File: src/rtl/lat_chk_fifo.sv
// Synchronous FIFO holding outstanding transfers; head and count are exposed
// so the checker can age and compare the oldest entry.
module lat_chk_fifo #(
  parameter int  DEPTH   = 8,
  parameter type entry_t = logic [7:0]
) (
  input  logic                   clk,
  input  logic                   rst,
  input  logic                   push_i,
  input  logic                   pop_i,
  input  entry_t                 wdata_i,
  output entry_t                 head_o,
  output logic [$clog2(DEPTH):0] count_o,
  output logic                   empty_o,
  output logic                   full_o
);

  localparam int AW = $clog2(DEPTH);

  entry_t            mem_q [DEPTH];
  logic [AW-1:0]     rdPtr_q, wrPtr_q;
  logic [AW:0]       count_q;

  always_ff @(posedge clk) begin
    if (push_i) mem_q[wrPtr_q] <= wdata_i;
  end

  // Pointers wrap naturally because DEPTH is a power of two.
  always_ff @(posedge clk or posedge rst) begin
    if (rst) begin
      rdPtr_q <= '0;
      wrPtr_q <= '0;
      count_q <= '0;
    end else begin
      if (push_i) wrPtr_q <= wrPtr_q + AW'(1);
      if (pop_i)  rdPtr_q <= rdPtr_q + AW'(1);
      count_q <= count_q + (AW+1)'(push_i) - (AW+1)'(pop_i);
    end
  end

  assign head_o  = mem_q[rdPtr_q];
  assign count_o = count_q;
  assign empty_o = (count_q == '0);
  assign full_o  = (count_q == (AW+1)'(DEPTH));

endmodule

File: config.mk
export PLATFORM = sky130hd
export DESIGN_NAME = lat_chk_fifo
export DESIGN_NICKNAME = d
export VERILOG_FILES = /design/src/rtl/lat_chk_fifo.sv
export SDC_FILE = /design/constraint.sdc
export NUM_CORES = 1
export LEC_CHECK = 0
export CORE_MARGIN = 3
export CORE_UTILIZATION = 28
export DETAILED_ROUTE_END_ITERATION = 8
export MAX_ROUTING_LAYER = met4
export PLACE_DENSITY = 0.46
export SYNTH_ARGS = -nofsm -noshare
export SYNTH_HDL_FRONTEND = slang
export SYNTH_SLANG_ARGS = --single-unit
File: constraint.sdc
create_clock -name clk -period 3.7 [get_ports clk]
set_clock_uncertainty 0.05 [all_clocks]
set_input_delay 0.555 -clock clk [delete_from_list [all_inputs] [get_ports clk]]
set_output_delay 0.555 -clock clk [all_outputs]
set_load 0.01 [all_outputs]
# Word-level counts from Yosys, hierarchy flattened
# Memories as Yosys holds them, arrays and structs flattened.
# Cells that the tools add are included.
# op_classes
addsub	4
reduce_logical	1
mux	2
n_eq_ne	1
# ops
op	count
$add A3 B1 Y3 const B	2
$add A4 B1 Y4	1
$eq A4 B4 Y1 const B	1
$logic_not A4 Y1	1
$sub A4 B1 Y4	1
$mux W1	2
# totals
reg_bits	10
in_bits	12
mem_count	1
mem_bits_rw	64
# mem_list
name	words	word_bits	read_ports	rd_clocked_by_memory_dff	wr	line	rtl
mem_q	8	8	1	0	1	20	entry_t mem_q [DEPTH];

# Longest topological paths before layout
# depth
ltp_word	2
ltp_mapped	7

# Worst setup path before layout
# OpenSTA, ideal clock, no wires.
# synth_path
path_type	reg2out
startpoint	register rdPtr_q[0]
endpoint	output head_o[0] (netlist bit)
path_stages_with_launch	5
path_buffers	2
setup_slack_ns	1.662
arrival_ns	1.433
path_cell_list	dfrtp_1 > buf_6 > buf_12 > mux4_1 > mux2_2
# synth_lines
item	line	rtl
start, declared	21	logic [AW-1:0] rdPtr_q, wrPtr_q;
start signal, assigned	36	if (pop_i) rdPtr_q <= rdPtr_q + AW'(1);
end, declared	12	output entry_t head_o,

==> results.py <==
metrics = {
    "min_path": {
        "hold_class": "primary input to async pin",
    },
    "sta": {
        "fin_crit_sh": 0.8505,
        "fmax_mhz": 317.8,
        "fin_setup_tns_ns": 0,
        "rsz0062_at_grt": "no",
        "finalHoldViolCount": 0,
        "worst_pin_slew_ns": 0.6997,
        "finalSetupViolations": 0,
        "report.final.slew_viol_count": 0,
        "slew_headroom": 0.5335,
        "period_needed_ns": 3.147,
    },
    "global_routing": {
        "use_met1": 0.1380,
        "gr-usage-met2": 0.1594,
        "antenna_found_initial": 0,
        "grt_use_met3": 0.02271,
        "overflow": 0,
        "grt_pass1_vias": 1490,
        "grt_max_degree": 18,
        "grt_pass1_wl_mm": 8.700,
        "busiest_layer": "met2",
        "grt_usage": 0.1046,
    },
    "final_layout": {
        "final_nets": 209,
        "antenna_cells": 0,
        "syn_to_final_growth_pct": 22.01,
        "layout-drive-gt1-share": 0.1865,
        "utilization": 0.3553,
    },
    "logic_synthesis": {
        "yosys_warnings": 0,
        "synth_seq_cells": 74,
        "syn_inst": 148,
        "ys_seq_area_frac": 0.7129,
        "syn-num-nets": 169,
        "syn_area_sq_um": 3047,
        "syn_area_per_cell_sq_um": 20.59,
        "synthDistinctLibCells": 20,
    },
    "outcome": {
        "status": "finished, final reports clean",
    },
    "clock_tree": {
        "ctsHoldBuffers": 0,
        "cts_root_buffer": "clkbuf_8",
        "cts.repair.resized": 0,
        "cts.sinks": 74,
        "cts_setup_buffers": 0,
        "cts-htree-levels": 3,
        "cts_tree": "yes",
        "clk_path_buf_depth": 2,
        "cts_buffers": 9,
        "insertion_delay_ns": 0.33,
        "clkTransAtPathRegs_ns": 0.08,
    },
    "route": {
        "drt_iter0_markers": 58,
        "wl_mm": 5.587,
        "wire_per_inst_microns": 16.98,
        "post_drt_via_cell_ratio": 4.319,
        "vias": 1421,
        "postRouteAntennaNets": 0,
        "dr.pass1.iters": 4,
        "drc": 0,
    },
    "die": {
        "die-area_sq_um": 12170,
        "die_x_microns": 110.3,
        "ios": 26,
        "die_y_microns": 110.3,
        "rows": 37,
        "start_util": 0.2912,
        "core_sq_um": 10460,
    },
    "placed_design": {
        "portBuffers": 25,
        "hpwl_mm": 3.683,
        "gp_congestion": 0.7061,
    },
    "worst_setup_path": {
        "startpoint_type": "flip-flop",
        "cp_top_family": "multiplexers",
        "path_class": "flip-flop to output pin",
        "cp-end-kind": "output pin",
        "cp_slowest_stage_delay_ns": 0.60,
        "cp_num_buf_inv": 2,
        "path_cells": "buf_4, mux4_1, mux2_2, clkdlybuf4s50_1",
        "crit_fanout": 12,
        "slowest_stage": "mux4_1",
        "worstPathArrival_ns": 2.54,
        "cp.required_ns": 3.09,
    },
    "job": {
        "drv_cap": 0,
    },
    "pwr": {
        "ir_worst_vdd_v": 0.0002868,
        "leakagePower_nw": 1.331,
        "power_density_nw_per_um2": 757.2,
    },
}
## through the flow
stage | hold WS, ns | setup WS, ns | area [sq um] | power, mW | cells
after floorplan | 0.3452 | 1.662 | 3047 | 1.792 | 148
after global placement | 0.4867 | 0.9067 | 3501 | 2.167 | 313
after detailed placement | 0.4986 | 0.9046 | 3501 | 2.179 | 313
after CTS | 0.4655 | 0.5218 | 3717 | 2.864 | 329
after global routing | 0.4939 | 0.4309 | 3717 | 2.999 | 329
final | 0.4605 | 0.5531 | 3717 | 2.815 | 329
## cell type report
cell class	instances	area [sq um]
Timing Repair Buffer	34	317.8
Sequential cell	74	2172
Tap cell	136	170.2
Inverter	9	33.78
Multi-Input combinational cell	60	807.0
Fill cell	1001	6745
Clock buffer	9	123.9
Clock inverter	7	92.59
## flip-flops by register name, indices dropped and copies added (netlist names)
signal	flops
wrPtr_q	3
count_o	4
rdPtr_q	3
mem_q	64
## cell usage after synthesis (all sizes together)
library cell  number  area share
nand2b             3      0.0062
nor3               2      0.0033
a21oi              1      0.0016
xnor2              3      0.0086
a21o               1      0.0025
fa                 1      0.0066
mux2              10       0.037
dfrtp             10       0.082
clkbuf             2      0.0025
xor2               3      0.0086
inv                9       0.011
nor2               6      0.0074
edfxtp            64        0.63
ha                 8       0.033
nand2              4      0.0049
and3               2      0.0041
buf                3       0.012
mux4              16        0.14
## per-layer routing
metal	up-vias	wire (microns)
met5	-	0
met4	0	48
met3	4	177
met2	22	2798
met1	728	2562
li1	667	-
## cell families after synthesis
group	share of synthesized area
AO/OA/AOI/OAI	0.004106
AND/OR/NAND/NOR	0.02587
XOR/XNOR	0.01725
buffers and inverters	0.02546
adder cells (fa/ha/maj)	0.03943
multiplexers	0.1749
flip-flops	0.7129
## layout by cell type, fill, tap and decap left out, types with 2 or more instances in the layout
master / count
nor2_1: 6
dfrtp_1: 10
clkbuf_8: 9
mux2_2: 10
mux4_1: 16
xor2_1: 3
nor3_2: 2
ha_1: 8
bufinv_16: 2
clkinvlp_4: 2
edfxtp_1: 64
nand2_1: 4
nand2b_1: 3
buf_4: 9
inv_1: 9
clkdlybuf4s50_1: 25
and3_1: 2
xnor2_1: 3
## power breakdown
part           internal, mW  total [mW]  switching, mW
clock network         0.379       0.676          0.298
logic                 0.546       0.920          0.374
registers              1.07        1.22          0.144
## worst paths after layout
kind | start | endpoint | slack [ns] | depth (start not counted)
max | rdPtr_q[0] | head_o[6] | 0.55 | 4
min | rst | count_o[3] | 0.46 | 2
max reg2reg | wrPtr_q[0] | mem_q[7][3] | 1.97 | 3
min reg2reg | wrPtr_q[1] | wrPtr_q[1] | 0.51 | 1
max in group asynchronous | rst | rdPtr_q[2] | 2.84 | 2
min in group clk | wrPtr_q[1] | wrPtr_q[1] | 0.51 | 1
Note: power is estimated with default switching activity, not from simulation.
